[src/rtl/seq_restoring_divider.sv]
// Sequential unsigned restoring divider: one quotient bit per clock.
//
// A division is accepted on a clock edge where the block is idle and start=1.
// The result appears WIDTH edges later, with a one-cycle done pulse. A zero
// divisor finishes on the accepting edge and sets div_by_zero.
//
// Ports:
//   clk          rising-edge clock
//   rst          synchronous active-high reset (priority over everything)
//   start        division request, sampled only while busy=0
//   dividend     unsigned dividend, captured on an accepted start
//   divisor      unsigned divisor, captured on an accepted start
//   busy         high while an iteration sequence is running
//   done         one-cycle pulse, results valid
//   quotient     unsigned quotient (held until next completion or reset)
//   remainder    unsigned remainder (held until next completion or reset)
//   div_by_zero  set with done when the captured divisor was zero
module seq_restoring_divider #(
  parameter int unsigned WIDTH = 4
) (
  input  logic             clk,
  input  logic             rst,
  input  logic             start,
  input  logic [WIDTH-1:0] dividend,
  input  logic [WIDTH-1:0] divisor,
  output logic             busy,
  output logic             done,
  output logic [WIDTH-1:0] quotient,
  output logic [WIDTH-1:0] remainder,
  output logic             div_by_zero
);

  localparam logic StIdle = 1'b0;
  localparam logic StRun  = 1'b1;

  // Counter holds values WIDTH..0.
  localparam int unsigned CntW = $clog2(WIDTH + 1);

  logic            state_q, state_d;
  logic [CntW-1:0] cnt_q, cnt_d;
  logic [WIDTH-1:0] rem_q, rem_d;   // partial remainder, always < divisor
  logic [WIDTH-1:0] quo_q, quo_d;   // dividend bits shift out, quotient bits shift in
  logic [WIDTH-1:0] dvs_q, dvs_d;   // captured divisor

  logic             done_d;
  logic [WIDTH-1:0] quotient_d;
  logic [WIDTH-1:0] remainder_d;
  logic             div_by_zero_d;

  // One restoring step. The shifted remainder keeps the full partial
  // remainder plus one extra bit: the remainder may use its MSB when the
  // divisor is large, so dropping it would corrupt the result.
  logic [WIDTH:0]   r_shift;
  logic             trial_ge;
  logic [WIDTH-1:0] trial_diff;
  logic [WIDTH-1:0] rem_next;
  logic [WIDTH-1:0] quo_next;

  always_comb begin
    r_shift    = {rem_q, quo_q[WIDTH-1]};
    trial_ge   = (r_shift >= {1'b0, dvs_q});
    // When the trial succeeds the true difference is < divisor, so the
    // WIDTH-bit modular difference is exact.
    trial_diff = r_shift[WIDTH-1:0] - dvs_q;
    rem_next   = trial_ge ? trial_diff : r_shift[WIDTH-1:0];
    quo_next   = {quo_q[WIDTH-2:0], trial_ge};
  end

  always_comb begin
    state_d       = state_q;
    cnt_d         = cnt_q;
    rem_d         = rem_q;
    quo_d         = quo_q;
    dvs_d         = dvs_q;
    done_d        = 1'b0;
    quotient_d    = quotient;
    remainder_d   = remainder;
    div_by_zero_d = div_by_zero;

    unique case (state_q)
      StIdle: begin
        if (start) begin
          rem_d = '0;
          quo_d = dividend;
          dvs_d = divisor;
          cnt_d = CntW'(WIDTH);
          if (divisor == '0) begin
            // Finish immediately; busy never rises.
            quotient_d    = '1;
            remainder_d   = dividend;
            div_by_zero_d = 1'b1;
            done_d        = 1'b1;
          end else begin
            state_d       = StRun;
            div_by_zero_d = 1'b0;
          end
        end
      end

      StRun: begin
        rem_d = rem_next;
        quo_d = quo_next;
        cnt_d = cnt_q - 1'b1;
        if (cnt_q == CntW'(1)) begin
          // Last step: publish results and return to idle in the same edge,
          // so a start in the done cycle is accepted.
          state_d       = StIdle;
          quotient_d    = quo_next;
          remainder_d   = rem_next;
          div_by_zero_d = 1'b0;
          done_d        = 1'b1;
        end
      end

      default: begin
        state_d = StIdle;
      end
    endcase
  end

  always_ff @(posedge clk) begin
    if (rst) begin
      state_q     <= StIdle;
      cnt_q       <= '0;
      rem_q       <= '0;
      quo_q       <= '0;
      dvs_q       <= '0;
      done        <= 1'b0;
      quotient    <= '0;
      remainder   <= '0;
      div_by_zero <= 1'b0;
    end else begin
      state_q     <= state_d;
      cnt_q       <= cnt_d;
      rem_q       <= rem_d;
      quo_q       <= quo_d;
      dvs_q       <= dvs_d;
      done        <= done_d;
      quotient    <= quotient_d;
      remainder   <= remainder_d;
      div_by_zero <= div_by_zero_d;
    end
  end

  // State register drives busy directly, so busy is registered too.
  assign busy = (state_q == StRun);

endmodule

[config.mk]
export PLATFORM = sky130hd
export DESIGN_NAME = seq_restoring_divider
export DESIGN_NICKNAME = d
export VERILOG_FILES = /design/src/rtl/seq_restoring_divider.sv
export SDC_FILE = /design/constraint.sdc
export NUM_CORES = 1
export LEC_CHECK = 0
export CAP_MARGIN = 20
export CORE_AREA = 8 8 55 75
export CTS_CLUSTER_DIAMETER = 200
export DETAILED_ROUTE_END_ITERATION = 8
export DIE_AREA = 0 0 63 83
export GPL_TIMING_DRIVEN = 0
export PLACE_DENSITY_LB_ADDON = 0.12
export SYNTH_ARGS = -nofsm -noshare
export SYNTH_HDL_FRONTEND = slang
export SYNTH_SLANG_ARGS = --single-unit
[constraint.sdc]
create_clock -name clk -period 2 [get_ports clk]
set_clock_uncertainty 0.1 [all_clocks]
set_input_delay 0.2 -clock clk [delete_from_list [all_inputs] [get_ports clk]]
set_output_delay 0.2 -clock clk [all_outputs]
set_load 0.02 [all_outputs]
==> impl_results.md <==
* Synth Register Bits at 26
* Routed WL at 3100 um
* Kind of start point of the critical path: register
* Slew HR at roughly 64%
* Final min period at 1.90 ns
* Leak at 0.582 nW
* Synth top area cells: dfxtp_1 40%, nor2_1 6.1%, ha_1 5.8%
* Fin. max-slew vios at 0
* Kind of critical path: register to register
* Share of post-route cells with drive strength above 1 at 8.19%
* DP Cell Count at 206
* Die ar. at 0.00523 sq mm
* Met1 Use GR at 12.8%
* Maximum vdd drop at 0.419 mV
* Synth Warn # at 0
* Largest net degree at the start of global routing at 15
* Max Cap Violations at 0
* Via Count at 1,134
* Routed Antenna Nets at 0
* Reg2Reg Depth at 6
* GP Congestion at 0.870
* Chip height at about 83 um
* Number of global-route vias before repair at 1,102
* GRT Max-Usage Layer: met2
* # port buffers at 19
* Worst path arrival time at 1.99 ns
* Starting DRT DRC Count at 19
* Core ar. at roughly 0.0030 sq mm
* Register area share after synthesis at 40.5%
* Cells after synthesis at 148
* Commonest non-fill, non-tap cell in the layout: dfxtp_1
* Setup ws final at 0.0977 ns
* Tcrit/Tclk final at 95.1%
* Final Hold Vio Count at 0
* Area leader, netlist: dfxtp_1
* Met3 Usage GRT at 2.96%
* Worst setup EP type: register
* IO Count at 22
* Required @ worst endpoint at 2.08 ns
* CP startpoint: dvs_q[1]
* Syn Area/Cell at approximately 8.7 sq um
* Setup bufs post-CTS at 0
* Routed vias/inst at 5.40
* DPL Wire Length at 2450 um
* WL per Instance at 14.8 um
* Hold Crit Class: input pin to register
* GR Util met2 at 21.0%
* All-Layer GR Usage at 12.0%
* Share of the synthesized area in the top cell type at 40.5%
* Placement Setup Slack at -0.00963 ns
* Yosys cell types at 36
* Cell Pwr Density at 748 mW/mm^2
* Placement row count at 24
* Worst Path Max Fanout at 4
* Diode count at 0
* Max clock buf depth at 2
* Total gr overflow at 0
* Clk_lat worst skew at around 0.27 ns
* CTS sink cnt at 26
* Fmax at 526 MHz
* Nets at 190
* Cells on Worst Hold Path at 2
* Final count of negative-setup-slack endpoints at 0
* Hold_sp: rst
* Most frequent cells in the layout: 25 x dfxtp_1, 21 x nor2_1, 19 x clkdlybuf4s50_1
* Syn nets at 166
* Area growth, synth to finish at 25.4%
* Initial antenna violation count at 0
* First-pass GRT wire length at between 5000 and 6000 um
* Cell Area, Synth at 0.00129 sq mm
* Worst slew pin tran at roughly 0.54 ns
* Root Buffer: clkbuf_8
* TritonCTS clock tree: done
* CTS H-tree depth at 1
* Worst r2r src: dvs_q[1]
* Drc violations at 0
* CTS clk-pin slew, worst paths at 0.09 ns
* Non-Filler Instances at 210
* Num CTS Buffers at 3
* Initial Utilization at 42.4%
* Die X at 63 um
* Outcome: completed
* First-pass DRT Iterations at 4
==> path summary, 6_finish.rpt <==
path	endpoint	slack (ns)
min reg2reg	dvs_q[1]	0.36
min	remainder[0]	0.06
max	remainder[3]	0.1
max reg2reg	remainder[3]	0.1
==> kinds of logic after synthesis <==
logic type	after synthesis	synth area share, %
XOR/XNOR	1	0.681
adder cells (fa/ha/maj)	7	7.39
AND/OR/NAND/NOR	56	21.1
buffers and inverters	16	6.42
flip-flops	26	40.5
AO/OA/AOI/OAI	38	20.8
multiplexers	4	3.11
==> state kept, by name, indices dropped and copies added, names as in the netlist <==
name         flops
dvs_q            4
quo_q            4
quotient         4
rem_q            4
remainder        4
cnt_q            3
busy             1
div_by_zero      1
done             1
==> what timing repair did <==
item	4_1_cts	5_1_grt
hold endpoints to repair	0	0
setup endpoints to repair	0	5
gates resized for setup	0	5
hold buffers	0	0
==> per-layer routing <==
metal	wire length [um]	share of wire [%]	up-vias
li1	-	-	579
met1	1310	42	534
met2	1640	53	14
met3	74	2.4	7
met4	70	2.3	0
met5	0	0	-
==> Yosys cell counts <==
library cell  instances
a211o_1               1
a211oi_1              4
a21boi_0              1
a21oi_1              13
a311oi_1              5
a31oi_1               3
and2_1                1
and3b_1               1
buf_4                 2
buf_6                 2
clkbuf_1              3
dfxtp_1              26
fa_1                  1
ha_1                  6
inv_1                 9
mux2i_1               4
nand2_1              13
nand2b_1              2
nand3_1               1
nand3b_1              3
nand4_1               5
nor2_1               21
nor2b_1               3
nor3_1                3
nor4_1                1
o211ai_1              2
o21a_1                2
o21ai_0               1
o21ai_4               1
o31a_1                2
o31ai_1               1
o32ai_1               1
o41ai_1               1
or3_1                 1
or4_4                 1
xor2_1                1
==> critical path: stages, from the launching register on <==
cell and delay, ns:
dfxtp_1 0.34, inv_1 0.08, ha_1 0.29, nor2b_1 0.17, o31a_1 0.29, or3_1 0.35, o32ai_2 0.20
==> stage by stage <==
| stage | hold WS (ns) | setup TNS (ns) | total power, W | area (sq um) | utilization (%) |
|---|---|---|---|---|---|
| floorplan | 0.236 | 0 | 0.000767 | 1290 | - |
| global placement | 0.349 | -0.0262 | 0.000847 | 1530 | 50.3 |
| detailed placement | 0.351 | -0.00963 | 0.000853 | 1530 | 50.3 |
| CTS | 0.0622 | 0 | 0.00119 | 1580 | 52.1 |
| global route | 0.0475 | -0.00534 | 0.00128 | 1610 | 53.2 |
| finish | 0.0606 | 0 | 0.00121 | 1610 | 53.2 |
==> cell type report <==
type | instances | area, sq um
buffer | 7 | 48.8
sequential | 26 | 522
timing repair buffer | 19 | 190
clock buffer | 4 | 55.1
tap | 39 | 48.8
fill | 292 | 1420
inverter | 9 | 33.8
multi-input combinational | 106 | 714
==> power breakdown <==
group,switching (W),internal (W)
combinational,0.000169,0.000128
sequential,0.0000220,0.000550
clock,0.000161,0.000176
total,0.000352,0.000854
(Power assumes the default switching activity.)
